$ cat config.mk
export PLATFORM = sky130hd
export DESIGN_NAME = io_sequencer
export DESIGN_NICKNAME = d
export VERILOG_FILES = /design/src/rtl/io_seq_pkg.sv /design/src/rtl/io_sequencer_debouncer.sv /design/src/rtl/io_sequencer.sv
export SDC_FILE = /design/constraint.sdc
export NUM_CORES = 1
export LEC_CHECK = 0
export BUFFER_PORTS_ARGS = -buffer_cell sky130_fd_sc_hd__buf_2
export CORE_ASPECT_RATIO = 1.5
export CORE_MARGIN = 1
export CORE_UTILIZATION = 44
export DETAILED_ROUTE_END_ITERATION = 6
export PLACE_DENSITY = 0.79
export SLEW_MARGIN = 15
export SYNTH_ARGS = -nofsm -noshare
export SYNTH_HDL_FRONTEND = slang
export SYNTH_SLANG_ARGS = --single-unit
$ cat constraint.sdc
create_clock -name CLK -period 2.01 [get_ports CLK]
set_clock_uncertainty 0.15 [all_clocks]
set_input_delay 0.3015 -clock CLK [delete_from_list [all_inputs] [get_ports CLK]]
set_output_delay 0.3015 -clock CLK [all_outputs]
set_load 0.05 [all_outputs]
$ cat src/rtl/io_seq_pkg.sv
// Shared definitions for the IO sequencer: FSM state encoding and default widths.
package io_seq_pkg;

    typedef enum logic [1:0] {
        RUN,
        WAIT_PRESS,
        COMMIT,
        HALTED
    } seq_state_t;

    localparam int unsigned DATA_W_DEF = 32;
    localparam int unsigned SW_W_DEF   = 18;

endpackage

$ cat src/rtl/io_sequencer_debouncer.sv
// Insert button conditioning: 2-flop synchronizer, stability counter,
// debounced level and a one-cycle press pulse on its rising edge.
module input_debouncer #(
    parameter int unsigned DEBOUNCE_CYCLES = 16
) (
    input  logic clk,
    input  logic reset,
    input  logic raw,
    output logic press,
    output logic level
);

    localparam int unsigned CW = (DEBOUNCE_CYCLES > 1) ? $clog2(DEBOUNCE_CYCLES) : 1;

    logic          sync1;
    logic          sync2;
    logic          level_d;
    logic [CW-1:0] count;

    always_ff @(posedge clk) begin
        if (reset) begin
            sync1   <= 1'b0;
            sync2   <= 1'b0;
            level   <= 1'b0;
            level_d <= 1'b0;
            count   <= '0;
        end else begin
            sync1   <= raw;
            sync2   <= sync1;
            level_d <= level;
            // Flip only after DEBOUNCE_CYCLES consecutive mismatching samples.
            if (sync2 != level) begin
                if (count == CW'(DEBOUNCE_CYCLES - 1)) begin
                    level <= ~level;
                    count <= '0;
                end else begin
                    count <= count + 1'b1;
                end
            end else begin
                count <= '0;
            end
        end
    end

    assign press = level & ~level_d;

endmodule

$ cat src/rtl/io_sequencer.sv
// Sequences the single-cycle datapath around input, output and halt
// instructions by gating PC load and register/memory write enables.
module io_sequencer
    import io_seq_pkg::*;
#(
    parameter int unsigned DEBOUNCE_CYCLES = 16,
    parameter int unsigned DATA_W          = DATA_W_DEF,
    parameter int unsigned SW_W            = SW_W_DEF
) (
    input  logic              CLK,
    input  logic              reset,
    input  logic              insert,
    input  logic [SW_W-1:0]   SW,
    input  logic              input_flag,
    input  logic              output_flag,
    input  logic              halt,
    input  logic [DATA_W-1:0] out_data,
    output logic              pc_enable,
    output logic              commit_enable,
    output logic [DATA_W-1:0] user_input,
    output logic [DATA_W-1:0] display_value,
    output logic              display_valid,
    output logic              waiting_input,
    output logic              halted
);

    seq_state_t state;
    seq_state_t state_next;
    logic       press;
    logic       level;
    logic       take_output;

    input_debouncer #(
        .DEBOUNCE_CYCLES(DEBOUNCE_CYCLES)
    ) u_deb (
        .clk  (CLK),
        .reset(reset),
        .raw  (insert),
        .press(press),
        .level(level)
    );

    always_ff @(posedge CLK) begin
        if (reset) begin
            state <= RUN;
        end else begin
            state <= state_next;
        end
    end

    always_comb begin
        state_next    = state;
        pc_enable     = 1'b0;
        commit_enable = 1'b0;
        waiting_input = 1'b0;
        halted        = 1'b0;
        take_output   = 1'b0;
        case (state)
            RUN: begin
                pc_enable     = ~(halt | input_flag);
                commit_enable = ~(halt | input_flag);
                if (halt) begin
                    state_next = HALTED;
                end else if (input_flag) begin
                    state_next = WAIT_PRESS;
                end else if (output_flag) begin
                    take_output = 1'b1;
                end
            end
            WAIT_PRESS: begin
                waiting_input = 1'b1;
                if (press) begin
                    state_next = COMMIT;
                end
            end
            COMMIT: begin
                pc_enable     = 1'b1;
                commit_enable = 1'b1;
                state_next    = RUN;
            end
            HALTED: begin
                halted = 1'b1;
            end
            default: begin
                state_next = RUN;
            end
        endcase
    end

    always_ff @(posedge CLK) begin
        if (reset) begin
            user_input    <= '0;
            display_value <= '0;
            display_valid <= 1'b0;
        end else begin
            if (state == WAIT_PRESS && press) begin
                user_input <= DATA_W'(SW);
            end
            if (take_output) begin
                display_value <= out_data;
                display_valid <= 1'b1;
            end
        end
    end

    logic unused_level;
    assign unused_level = level;

endmodule
==> results.toml, run 1 <==
[outcome]
status = "finished clean"

[logic_synthesis]
syn_inst = 283
ys_seq_area_frac = 0.520
ys_types = 26
synth_top_area_frac = 0.520
syn_avg_cell_area_um2 = 8.29
synthTopCellsByArea = "dfxtp_1, nand2_1, a21oi_1"
syn_area_mm2 = 0.00235
ys_warn_count = 0
synth_top_cell_by_area = "dfxtp_1"
synth_seq_cells = 61

[cts]
clockBufferDepth = 2
h-tree-depth = 3
path_clk_slew_ps = 70
cts_sinks = 61
cts_tree = "done"
cts_root_buf = "clkbuf_8"
clkLatencyLatePin_ps = 330
cts_buffers = 9
cts-hold-fix-buffers = 0

[routing]
antenna_left = 0
wire_per_inst_um = 10.7
drc_errors = 0
wirelength_mm = 4.97
dr.pass1.iters = 3
dr_total_vias = 2170
routed_via_density = 4.66
drt_iter0_drc = 103

[sta]
fin_ws_ps = 62.9
slew_headroom = 0.603
hold_viol_final = 0
fin_crit_ps = 1950
tightest_slew_ps = 596
period_share = 0.969
drv_slew = 0
fmax_ghz = 0.514
setup_viol = 0
worst_hold_slack_ps = 34.7

[critical_path]
r2r_setup_slack_ps = 310
end_kind = "primary output"
worstPathMaxFanout = 3
critPathKind = "flip-flop to primary output"
cp.arrival_ps = 1500
cp.required_ps = 1560
cp-start-kind = "flip-flop"

[place]
dp_hpwl_mm = 3.64
gp_congestion = 0.723
dp_worst_setup_slack_ps = 107
portBuffers = 110

[pwr]
leakage_nw = 1.46
p_per_area_mw_per_mm2 = 1040
power_mw = 3.29
ir_worst_vdd_mv = 0.649

[cells_and_area]
finalNetCount = 454
layout_common_cells = "buf_2, nand2_1, dfxtp_1"
multi_input_area_um2 = 973
area.sequential_mm2 = 0.00122
n_fill_cell = 477
drive_gt1_frac = 0.352
antenna_cells = 0
syn2layout_area_growth_pct = 34.3
final_common_cell = "buf_2"

[floorplanning]
core_area_mm2 = 0.00512
die_w_um = 61.6
start_util = 0.458
die_h_um = 91.5
fp-row-count = 32
dieArea_mm2 = 0.00564
pin_count = 125

[global_route]
overflow = 0
grt_antenna_before_repair = 0
first_global_vias = 1963
grt_max_degree = 33
grt_use_total = 0.187
grt_pass1_wl_mm = 7.91

[worst_hold_path]
hold_class = "primary input to flip-flop"

[job]
maxCapViolations = 0
[registers in the layout (all words and copies together), names as in the netlist]
register       count
user_input        18
display_valid      1
u_deb.level        1
u_deb.level_d      1
u_deb.sync1        1
display_value     32
state              2
u_deb.count        4
u_deb.sync2        1
[Yosys cell counts]
cell         n
a211oi_1     2
buf_4       20
nand3b_1     2
o21ai_0      1
a21oi_1     50
ha_1         5
or2_2        1
a221oi_2     1
xor2_1       3
and4bb_2     1
nand3_1      2
a211o_1      1
nand2_1    100
mux2i_1      1
nor2b_1      3
conb_1       1
a2111oi_0    1
buf_2        6
and3b_1      2
nand2b_1     1
inv_1        4
nor3b_1      1
nor2_1       6
clkbuf_1     6
nand4bb_1    1
dfxtp_1     61
[where the power goes]
group,switching [mW],leakage (nW),internal [mW]
clock,0.463,0.0959,0.609
combinational,0.592,0.874,0.313
sequential,0.0342,0.494,1.28
total,1.09,1.46,2.20
[critical path, stage by stage (launching register included)]
cell,delay (ps)
dfxtp_2,330
inv_1,70
ha_2,200
nor3b_4,150
or2_4,260
buf_8,150
[kinds of logic (layout without fill, tap and decap cells)]
kind of cell	after synthesis	in the layout	share of synthesized area
compound gates	56	56	0.129
simple gates	120	120	0.214
mux	1	1	0.00426
buf+inv	36	138	0.0927
other cells	1	14	0.00160
fa+ha+maj	5	5	0.0267
flops	61	61	0.520
xor+xnor	3	3	0.0112
[per-stage QoR]
stage          cell area, um2  instances  TNS [ps]  utilization
2_1_floorplan            2400        296         0            -
3_3_place_gp             2890        447         0        0.564
3_5_place_dp             2890        447         0        0.564
4_1_cts                  3130        463         0        0.610
5_1_grt                  3150        466     -43.7        0.615
6_report                 3150        466         0        0.615
[cell type report]
class                           instances  share of cell area
Clock buffer                           11              0.0448
Sequential cell                        61               0.388
Tap cell                               68              0.0270
Inverter                                4             0.00476
Timing Repair Buffer                  118               0.208
Clock inverter                          5              0.0187
Multi-Input combinational cell        199               0.309
[what timing repair did]
item / CTS / global route
pin swaps: 0 / 2
resized for setup: 11 / 1
endpoints found under the setup margin: 2 / 2
buffers inserted: 0 / 3
[routing by layer]
| layer | GRT usage | up-vias | part of all wire | routed length, um |
|---|---|---|---|---|
| met3 | 0.0584 | 8 | 0.068 | 340 |
| met2 | 0.329 | 85 | 0.51 | 2550 |
| met5 | 0 | - | 0 | 0 |
| li1 | - | 1106 | - | - |
| met1 | 0.187 | 971 | 0.41 | 2020 |
| met4 | 0.0926 | 0 | 0.012 | 61 |
[path summary, 6_finish.rpt]
path | startpoint | endpoint | cells past startpoint
max | state[1]$_SDFFE_PP0P_ | pc_enable | 5
min reg2reg | u_deb.sync1$_SDFF_PP0_ | u_deb.sync2$_SDFF_PP0_ | 1
min | insert | u_deb.sync1$_SDFF_PP0_ | 2
max reg2reg | state[1]$_SDFFE_PP0P_ | state[0]$_SDFFE_PP0P_ | 6
(Power assumes the default switching activity.)
==> inputs of run 2 (changes only) <==
--- a/config.mk
+++ b/config.mk
@@ -5,12 +5,13 @@
 export SDC_FILE = /design/constraint.sdc
 export NUM_CORES = 1
 export LEC_CHECK = 0
-export BUFFER_PORTS_ARGS = -buffer_cell sky130_fd_sc_hd__buf_2
+export ABC_AREA = 1
 export CORE_ASPECT_RATIO = 1.5
 export CORE_MARGIN = 1
-export CORE_UTILIZATION = 44
+export CORE_UTILIZATION = 61
 export DETAILED_ROUTE_END_ITERATION = 6
-export PLACE_DENSITY = 0.79
+export DONT_BUFFER_PORTS = 1
+export PLACE_DENSITY = 0.77
 export SLEW_MARGIN = 15
 export SYNTH_ARGS = -nofsm -noshare
 export SYNTH_HDL_FRONTEND = slang
==> results.toml, run 2 <==
[cells_and_area]
largestRegisters = "display_value x32, user_input x18, u_deb.count x4"
layout_common_cells = "inv_1, dfxtp_1, a21oi_1"
regMostFlops = "display_value"
drive_gt1_frac = 0.0698
syn2layout_area_growth_pct = 5.59
largest_reg_flops = 32
finalNetCount = 357
post-route-util = 0.687
antenna_cells = 0

[critical_path]
worstPathMaxFanout = 3
end_kind = "primary output"
cp.arrival_ps = 1380
cp.required_ps = 1560
critPathKind = "flip-flop to primary output"
r2r_setup_slack_ps = 460
reg2reg_depth = 6
cp-start-kind = "flip-flop"
worstReg2RegStart = "state[0]$_SDFFE_PP0P_"
rr_endpoint = "state[1]$_SDFFE_PP0P_"

[cts]
clkLatencyLatePin_ps = 310
clockBufferDepth = 2
path_clk_slew_ps = 60
post-cts-setup-buffers = 0
cts_buffers = 9
cts_sinks = 61
cts_tree = "done"
h-tree-depth = 3
cts_root_buf = "clkbuf_8"

[routing]
wirelength_mm = 4.07
drc_errors = 0
drt_iter0_drc = 27
dr.pass1.iters = 4
dr_total_vias = 1705
antenna_left = 0
wire_per_inst_um = 11.8
routed_via_density = 4.96

[sta]
setup_viol = 0
drv_slew = 0
tightest_slew_ps = 592
period_share = 0.909
fin_crit_ps = 1830
hold_viol_final = 0
tns_ps = 0
rsz0062_at_grt = "no"
worst_hold_slack_ps = 12.1
slew_headroom = 0.605
fmax_ghz = 0.547

[pwr]
power_switching_mw = 1.09
p_per_area_mw_per_mm2 = 1190
leakage_nw = 0.970
clockPowerShare = 0.302
intPower_mw = 1.96
p_comb_frac = 0.168
p_seq_frac = 0.530
switching_share = 0.357
ir_worst_vdd_mv = 0.937

[worst_hold_path]
hold_path_end = "display_value[31]$_SDFFE_PP0P_"
min-delay-start = "out_data[31]"
hold_class = "primary input to flip-flop"
holdPathStages = 2

[place]
portBuffers = 0
dp_hpwl_mm = 2.78
gp_congestion = 0.714

[floorplanning]
core_area_mm2 = 0.00372
pin_count = 125
fp-row-count = 27
start_util = 0.650
dieArea_mm2 = 0.00422
die_h_um = 79.1
die_w_um = 53.4

[logic_synthesis]
ys_seq_area_frac = 0.505
synth_top_cell_by_area = "dfxtp_1"
syn_inst = 294
synthTopCellsByArea = "dfxtp_1, a21oi_1, inv_1"
synth_ff_type = "dfxtp_1"
syn_avg_cell_area_um2 = 8.22
async_flop_share = 0
synth_edf_count = 0
syn_area_mm2 = 0.00242
ys_warn_count = 0
synth_seq_cells = 61
synth_commonest_cells = "dfxtp_1, inv_1, a21oi_1"
synth_top_area_frac = 0.505
ys_types = 22

[global_route]
grt_max_degree = 66
grt_antenna_before_repair = 0
grt_use_total = 0.199
first_global_vias = 1488
grt_pass1_wl_mm = 6.01
overflow = 0

[outcome]
status = "finished clean"

[job]
maxCapViolations = 0
-- run 2: cell type report --
cell class / count / area, um2
Multi-Input combinational cell: 154 / 788
Fill cell: 322 / 1160
Tap cell: 43 / 53.8
Clock buffer: 15 / 166
Timing Repair Buffer: 8 / 82.6
Inverter: 62 / 234
Sequential cell: 61 / 1220
Clock inverter: 1 / 5.00
-- run 2: per-stage QoR --
step	area [um2]	std cells	power, mW	setup WS [ps]
finish	2550	344	3.05	182
global route	2550	344	3.20	87.5
CTS	2550	344	3.08	173
detailed placement	2340	324	2.15	479
global placement	2340	324	2.13	525
floorplan	2460	307	2.11	250
-- run 2: critical path, cell delays in order, from the launching register on --
cell and delay [ps]:
dfxtp_1 330, inv_1 110, ha_1 200, nand2_1 80
nand2_1 60, buf_4 280
-- run 2: repair_timing --
action | CTS | global route
hold endpoints to repair | 6 | 0
gates resized for setup | 0 | 0
hold buffers | 4 | 0
-- run 2: power by group through the flow --
| stage | logic, mW | registers (mW) | clock network, mW |
|---|---|---|---|
| finish | 0.513 | 1.61 | 0.921 |
| floorplan | 0.483 | 1.63 | 0 |
| CTS | 0.515 | 1.62 | 0.950 |
| global placement | 0.491 | 1.64 | 0 |
| global route | 0.570 | 1.63 | 1.00 |
| detailed placement | 0.503 | 1.64 | 0 |
-- run 2: per-layer routing --
layer  wire length [um]  global-route usage  up-vias
li1                   -                   -      911
met1               1650               0.198      717
met2               1950               0.321       69
met3                385              0.0747        8
met4                 85               0.147        0
met5                  0                   0        -
-- run 2: worst max-delay path by stage --
| stage | start | endpoint | slack (ps) | cells after the start |
|---|---|---|---|---|
| global placement | state[0]$_SDFFE_PP0P_ | state[0]$_SDFFE_PP0P_ | 520 | 6 |
| global route | state[0]$_SDFFE_PP0P_ | pc_enable | 90 | 5 |
| finish | state[0]$_SDFFE_PP0P_ | pc_enable | 180 | 5 |
| CTS | state[0]$_SDFFE_PP0P_ | pc_enable | 170 | 5 |
| floorplan | state[0]$_SDFFE_PP0P_ | pc_enable | 250 | 5 |
| detailed placement | state[0]$_SDFFE_PP0P_ | state[0]$_SDFFE_PP0P_ | 480 | 6 |
-- run 2: kinds of logic after synthesis --
family / after synthesis / synth area share
compound gates: 105 / 0.220
fa+ha+maj: 5 / 0.0259
buf+inv: 92 / 0.189
simple gates: 28 / 0.0513
flops: 61 / 0.505
xor+xnor: 2 / 0.00725
other cells: 1 / 0.00155
